`src/rtl/reorder_buffer_pkg.sv`:
```
// Shared definitions for the reorder buffer: sizing, tag sentinel, entry kinds,
// jump order codes and the per-entry payload layout.
package reorder_buffer_pkg;

  localparam int unsigned DEPTH  = 16;
  localparam int unsigned XLEN   = 32;
  localparam int unsigned REG_W  = 5;

  localparam logic [XLEN-1:0] NO_TAG = 32'hFFFF_FFFF;

  // Order codes of the jump instructions as seen by the decoder
  localparam logic [5:0] ORDER_JAL  = 6'd30;
  localparam logic [5:0] ORDER_JALR = 6'd12;

  typedef enum logic [1:0] {
    KIND_REG    = 2'd0,
    KIND_STORE  = 2'd1,
    KIND_JALR   = 2'd2,
    KIND_BRANCH = 2'd3
  } kind_e;

  // Payload held per entry; busy/ready live in separate vectors so they can be reset
  typedef struct packed {
    kind_e             kind;
    logic [REG_W-1:0]  rd;
    logic [XLEN-1:0]   value;
    logic [XLEN-1:0]   topc;
    logic [XLEN-1:0]   pred_pc;
    logic              pred_taken;
    logic [XLEN-1:0]   target;
    logic [XLEN-1:0]   fall;
  } rob_entry_t;

endpackage

```
`src/rtl/reorder_buffer.sv`:
```
// Circular reorder buffer: allocates an entry per issued instruction, captures
// station/load results by tag, retires one entry per cycle in program order and
// flushes everything on a mispredicted JALR/BRANCH at commit.
// Ports:
//   clk, rst, rdy                  clock, async active-high reset, global enable
//   alloc_*                        issue request and per-kind prediction info
//   full, alloc_tag                registered occupancy flag and next tag
//   RS_ROB/RS_ROB2/data2*          station writeback (value, optional target PC)
//   SLB_ROB/data4/load_value       store/load buffer writeback
//   q_tag_*/q_ready_*/q_value_*    combinational operand queries
//   ROB_RS/data3/data3_RS          commit broadcast
//   commit_we/commit_rd            register file write
//   commit_store                   release head store
//   clear/clear_pc                 flush pulse and redirect PC
module reorder_buffer #(
  parameter int unsigned DEPTH  = reorder_buffer_pkg::DEPTH,
  parameter logic [31:0] NO_TAG = reorder_buffer_pkg::NO_TAG
) (
  input  logic        clk,
  input  logic        rst,
  input  logic        rdy,
  input  logic        alloc_valid,
  input  logic [1:0]  alloc_kind,
  input  logic [4:0]  alloc_rd,
  input  logic [31:0] alloc_pred_pc,
  input  logic        alloc_pred_taken,
  input  logic [31:0] alloc_target,
  input  logic [31:0] alloc_fall,
  output logic        full,
  output logic [31:0] alloc_tag,
  input  logic        RS_ROB,
  input  logic        RS_ROB2,
  input  logic [31:0] data2,
  input  logic [31:0] data2_value,
  input  logic [31:0] data2_topc,
  input  logic        SLB_ROB,
  input  logic [31:0] data4,
  input  logic [31:0] load_value,
  input  logic [31:0] q_tag_j,
  input  logic [31:0] q_tag_k,
  output logic        q_ready_j,
  output logic        q_ready_k,
  output logic [31:0] q_value_j,
  output logic [31:0] q_value_k,
  output logic        ROB_RS,
  output logic [31:0] data3,
  output logic [31:0] data3_RS,
  output logic        commit_we,
  output logic [4:0]  commit_rd,
  output logic        commit_store,
  output logic        clear,
  output logic [31:0] clear_pc
);
  import reorder_buffer_pkg::*;

  localparam int unsigned PTR_BITS = $clog2(DEPTH);
  localparam int unsigned CNT_BITS = $clog2(DEPTH + 1);

  logic [DEPTH-1:0]    busy;
  logic [DEPTH-1:0]    ready;
  rob_entry_t          ent [DEPTH];
  logic [PTR_BITS-1:0] head;
  logic [PTR_BITS-1:0] tail;
  logic [CNT_BITS-1:0] count;

  logic [PTR_BITS-1:0] head_nx;
  logic [PTR_BITS-1:0] tail_nx;
  logic [CNT_BITS-1:0] count_nx;
  logic [PTR_BITS-1:0] wb_rs_idx;
  logic [PTR_BITS-1:0] wb_slb_idx;
  logic                alloc_fire;
  logic                wb_rs;
  logic                wb_slb;
  logic                commit_fire;
  logic                mispredict;
  logic [31:0]         redirect_pc;
  rob_entry_t          head_ent;

  // A tag names a real entry only when it is in range and not the sentinel
  function automatic logic tag_ok(input logic [31:0] tag);
    return (tag != NO_TAG) && (tag < 32'(DEPTH));
  endfunction

  // Per-cycle decisions, all taken from start-of-cycle state
  always_comb begin
    head_ent    = ent[head];
    wb_rs_idx   = data2[PTR_BITS-1:0];
    wb_slb_idx  = data4[PTR_BITS-1:0];
    alloc_fire  = rdy && !clear && alloc_valid && (count != CNT_BITS'(DEPTH));
    wb_rs       = rdy && !clear && RS_ROB && tag_ok(data2) && busy[wb_rs_idx];
    wb_slb      = rdy && !clear && SLB_ROB && tag_ok(data4) && busy[wb_slb_idx];
    commit_fire = rdy && busy[head] && ready[head];
    mispredict  = 1'b0;
    redirect_pc = '0;
    if (commit_fire) begin
      case (head_ent.kind)
        KIND_JALR: begin
          if (head_ent.topc != head_ent.pred_pc) begin
            mispredict  = 1'b1;
            redirect_pc = head_ent.topc;
          end
        end
        KIND_BRANCH: begin
          if (head_ent.value[0] != head_ent.pred_taken) begin
            mispredict  = 1'b1;
            redirect_pc = head_ent.value[0] ? head_ent.target : head_ent.fall;
          end
        end
        default: ;
      endcase
    end
  end

  // Pointer and occupancy update; a flush overrides everything
  always_comb begin
    head_nx  = head;
    tail_nx  = tail;
    count_nx = count + CNT_BITS'(alloc_fire) - CNT_BITS'(commit_fire);
    if (commit_fire) head_nx = head + PTR_BITS'(1);
    if (alloc_fire)  tail_nx = tail + PTR_BITS'(1);
    if (mispredict) begin
      head_nx  = '0;
      tail_nx  = '0;
      count_nx = '0;
    end
  end

  // Control state, entry flags and registered commit/flush outputs
  always_ff @(posedge clk or posedge rst) begin
    if (rst) begin
      head         <= '0;
      tail         <= '0;
      count        <= '0;
      busy         <= '0;
      ready        <= '0;
      full         <= 1'b0;
      alloc_tag    <= '0;
      ROB_RS       <= 1'b0;
      data3        <= '0;
      data3_RS     <= '0;
      commit_we    <= 1'b0;
      commit_rd    <= '0;
      commit_store <= 1'b0;
      clear        <= 1'b0;
      clear_pc     <= '0;
    end else if (rdy) begin
      head      <= head_nx;
      tail      <= tail_nx;
      count     <= count_nx;
      full      <= (count_nx == CNT_BITS'(DEPTH));
      alloc_tag <= 32'(tail_nx);

      if (wb_rs)  ready[wb_rs_idx]  <= 1'b1;
      if (wb_slb) ready[wb_slb_idx] <= 1'b1;
      if (alloc_fire) begin
        busy[tail]  <= 1'b1;
        ready[tail] <= 1'b0;
      end
      if (commit_fire) busy[head] <= 1'b0;
      if (mispredict)  busy <= '0;

      ROB_RS       <= commit_fire;
      commit_we    <= commit_fire && (head_ent.rd != '0) &&
                      ((head_ent.kind == KIND_REG) || (head_ent.kind == KIND_JALR));
      commit_store <= commit_fire && (head_ent.kind == KIND_STORE);
      clear        <= mispredict;
      if (commit_fire) begin
        data3     <= 32'(head);
        data3_RS  <= head_ent.value;
        commit_rd <= head_ent.rd;
      end
      if (mispredict) clear_pc <= redirect_pc;
    end
  end

  // Entry payload; validity is tracked by busy, so no reset is needed here
  always_ff @(posedge clk) begin
    if (alloc_fire) begin
      ent[tail].kind       <= kind_e'(alloc_kind);
      ent[tail].rd         <= alloc_rd;
      ent[tail].pred_pc    <= alloc_pred_pc;
      ent[tail].pred_taken <= alloc_pred_taken;
      ent[tail].target     <= alloc_target;
      ent[tail].fall       <= alloc_fall;
    end
    if (wb_rs) begin
      ent[wb_rs_idx].value <= data2_value;
      if (RS_ROB2) ent[wb_rs_idx].topc <= data2_topc;
    end
    if (wb_slb) ent[wb_slb_idx].value <= load_value;
  end

  // Operand queries read registered state only
  always_comb begin
    q_ready_j = 1'b0;
    q_value_j = '0;
    q_ready_k = 1'b0;
    q_value_k = '0;
    if (tag_ok(q_tag_j) && busy[q_tag_j[PTR_BITS-1:0]]) begin
      q_ready_j = ready[q_tag_j[PTR_BITS-1:0]];
      q_value_j = ent[q_tag_j[PTR_BITS-1:0]].value;
    end
    if (tag_ok(q_tag_k) && busy[q_tag_k[PTR_BITS-1:0]]) begin
      q_ready_k = ready[q_tag_k[PTR_BITS-1:0]];
      q_value_k = ent[q_tag_k[PTR_BITS-1:0]].value;
    end
  end

endmodule

```
`config.mk`:
```
export PLATFORM = sky130hd
export DESIGN_NAME = reorder_buffer
export DESIGN_NICKNAME = d
export VERILOG_FILES = /design/src/rtl/reorder_buffer_pkg.sv /design/src/rtl/reorder_buffer.sv
export SDC_FILE = /design/constraint.sdc
export NUM_CORES = 2
export LEC_CHECK = 0
export CAP_MARGIN = 20
export CELL_PAD_IN_SITES_DETAIL_PLACEMENT = 1
export CELL_PAD_IN_SITES_GLOBAL_PLACEMENT = 1
export CORE_UTILIZATION = 40
export DETAILED_ROUTE_END_ITERATION = 12
export PLACE_DENSITY_LB_ADDON = 0.15
export SLEW_MARGIN = 20
export SYNTH_ARGS = -nofsm -noshare
export SYNTH_HDL_FRONTEND = slang
export SYNTH_SLANG_ARGS = --single-unit
```
`constraint.sdc`:
```
create_clock -name clk -period 14.6 [get_ports clk]
set_input_delay 2.92 -clock clk [delete_from_list [all_inputs] [get_ports clk]]
set_output_delay 2.92 -clock clk [all_outputs]
set_load 0.1 [all_outputs]
```
==> impl_results.md <==
* Status: completed
* 1st-iter DRT viols at 6119
* Via density at 6.07
* Final hold viol count at 0
* Pre-Repair DR Iteration Count at 5
* Leakage at 44.8 nW
* Seq cells post-synth at 2811
* Yosys warns at 0
* Worst hold margin at around 0.47 ns
* CTS-repair resized insts at 0
* Reg2reg end: clear_pc[31]$_DFFE_PP0P_
* WL/cell at between 30 and 40 um
* Die Ht at 557 um
* Max cap viols at 0
* WP data required at 11.68 ns
* Mapped Cells at between 5000 and 6000
* Clock root buffer: clkbuf_16
* Post-synth top flop: edfxtp_1
* Setup_tns at 0 ns
* Core footprint at slightly above 300000 sq um
* Via count at 65900
* Crit. End Element: primary output
* Crit-path max FO at 85
* Worst skew pair latency at 0.91 ns
* Peak VDD IR at 0.105 mV
* CTS H-tree lvls at 5
* RR Startpoint: head[0]$_DFFE_PP0P_
* Rows at 203
* Total power at 18.5 mW
* Final Setup Violations at 0
* Post-synthesis sequential area ratio at 67.9%
* Arr. time, crit path at 7.11 ns
* Worst Setup SP: q_tag_j[1]
* I/O pin total at 539
* Area Overhead vs Synth at 15.9%
* Class of the worst hold path: reg -> reg
* First-pass GRT wire length at 547000 um
* Cell area after synthesis at between 100000 and 150000 sq um
* TritonCTS clock tree: built
* Part of the cycle the worst path needs at 68.7%
* Post-synth EDFFs at 2688
* Layout cell share with drive strength beyond 1 at about a third
* Worst slew pin tran at 1.17 ns
* F_max at 0.0997 GHz
* Most common cell after layout, fill and taps aside: edfxtp_1
* GRT Total Usage at around a quarter
* Pin count of the biggest net entering global routing at 121
* Clock-pin slew on the worst setup and hold paths at around 0.050 ns
* Commonest cells after routing, fill and taps aside: edfxtp_1, mux4_2, mux2_2, clkdlybuf4s50_1, clkbuf_16
* Die width at 557 um
* Min Clock Period, post-route at 10.03 ns
* Final Net Count at 6831
* Count of cell types in the netlist at 56
* Initial antenna violation count at 82
* Longest Clk Path Bufs at 4
* Worst reg2reg path depth at 12
* Reg2reg setup slack at roughly 8.0 ns
* Critical path type: in -> out
* WL final at 391000 um
* Average size of a mapped cell at 20.6 sq um
* Worst Setup Start Kind: input port
* TritonCTS Sinks at 2811
* Clk_skew at 0.0525 ns
* DP Wirelength at 219000 um
* RSZ-0062 raised after global routing: false
* Worst rel slew slack at between 20% and 30%
* Cts hold-fix bufs at 0
* RePlAce Congestion at 0.785
* Initial Util at 40.3%
* Slew Viols, Final at 0
* Cell area power density at between 100 and 150 nW/um^2
* GR Overflow Total at 0
* Die area at 311000 sq um
* DRC viols at 0
* Non-Filler Instances at 10800
* Post-synthesis async set-or-reset flop share at 4.38%
* I/O Buffers at approximately 480
* Post-detailed-route count of antenna-violating nets at 0
* Postcts setup bufs at 0
* Number of global-route vias before repair at 69900
* Placed insts at between 10000 and 15000
* Setup crit end: q_value_j[24]
* CTS Buf Count at ~320
layout make-up:
class,count,area [sq um]
Antenna cell,15,37.5
Clock buffer,409,8480
Clock inverter,158,1500
Fill cell,27800,163000
Inverter,18,75.1
Multi-Input combinational cell,2694,37800
Sequential cell,2811,83800
Tap cell,4100,5130
Timing Repair Buffer,640,6080
cell families after synthesis:
kind of cell             Yosys count  synth area share (%)
other                              1               0.00304
AO/OA/AOI/OAI                    369                  2.09
buffers and inverters            548                  2.06
adder cells (fa/ha/maj)           15                 0.158
flip-flops                      2811                  67.9
XOR/XNOR                          41                 0.291
multiplexers                    1639                  25.2
AND/OR/NAND/NOR                  574                  2.22
how the worst min path moves through the flow:
stage,start,end,slack [ns],cells after the start
after floorplan,count[0]$_DFFE_PP0P_,count[0]$_DFFE_PP0P_,0.49,2
after global placement,data3_RS[17]$_DFFE_PP0P_,data3_RS[17]$_DFFE_PP0P_,0.46,2
after detailed placement,data3_RS[4]$_DFFE_PP0P_,data3_RS[4]$_DFFE_PP0P_,0.46,2
after CTS,data3_RS[4]$_DFFE_PP0P_,data3_RS[4]$_DFFE_PP0P_,0.48,2
after global routing,data3_RS[9]$_DFFE_PP0P_,data3_RS[9]$_DFFE_PP0P_,0.49,2
final,data3_RS[4]$_DFFE_PP0P_,data3_RS[4]$_DFFE_PP0P_,0.47,2
power by group:
part / total [mW] / internal [mW] / leakage (nW) / switching (mW)
sequential: 9.16 / 9.08 / 25.7 / 0.0771
clock: 7.77 / 4.47 / 4.85 / 3.30
combinational: 1.55 / 0.583 / 14.2 / 0.971
total: 18.5 / 14.1 / 44.8 / 4.35
layer usage:
layer	global-route usage (%)	routed length [um]	up-vias
met2	42.4	194000	2416
met4	7.73	12900	46
met3	3.59	24400	705
li1	-	-	26300
met1	33.6	159000	36400
met5	0	281	-
cell usage after synthesis, types with 12 or more instances:
| master | number | area, sq um |
|---|---|---|
| edfxtp_1 | 2688 | 80700 |
| mux4_2 | 1126 | 25400 |
| mux2_2 | 504 | 5680 |
| clkbuf_1 | 260 | 976 |
| nand2_1 | 228 | 856 |
| a22oi_1 | 131 | 983 |
| nor2_1 | 127 | 477 |
| dfrtp_1 | 123 | 3080 |
| buf_2 | 120 | 601 |
| buf_1 | 74 | 278 |
| and3_1 | 68 | 425 |
| buf_4 | 63 | 473 |
| a21oi_1 | 57 | 285 |
| nor2b_1 | 40 | 250 |
| a211oi_1 | 36 | 270 |
| xnor2_1 | 36 | 315 |
| a2111oi_0 | 28 | 245 |
| o21ai_0 | 28 | 140 |
| o21ai_1 | 27 | 135 |
| nor4_1 | 25 | 156 |
| o22ai_1 | 25 | 156 |
| nand4_1 | 23 | 144 |
| nand3_1 | 20 | 100 |
| inv_1 | 18 | 67.6 |
| ha_1 | 14 | 175 |
| buf_6 | 13 | 146 |
| o22a_1 | 12 | 105 |
critical path, cell delays in order:
cell	delay (ns)
buf_6	0.73
buf_4	0.78
mux4_2	0.41
mux4_2	0.81
and3_1	0.33
clkdlybuf4s50_1	0.97
sequential cells by signal, summed over array words and instances, names as in the netlist, 4 cells and up:
name       flops
alloc_tag      4
busy          16
clear_pc      32
commit_rd      5
count          5
data3          4
data3_RS      32
ent         2688
head           4
ready         16
stage by stage:
step	utilization [%]	setup WS, ns	area, sq um
4_1_cts	46.6	4.63	143000
3_3_place_gp	43.4	4.72	133000
6_report	46.6	4.57	143000
2_1_floorplan	-	2.64	124000
5_1_grt	46.6	4.46	143000
3_5_place_dp	43.4	4.63	133000
Note: power is estimated with default switching activity, not from simulation.
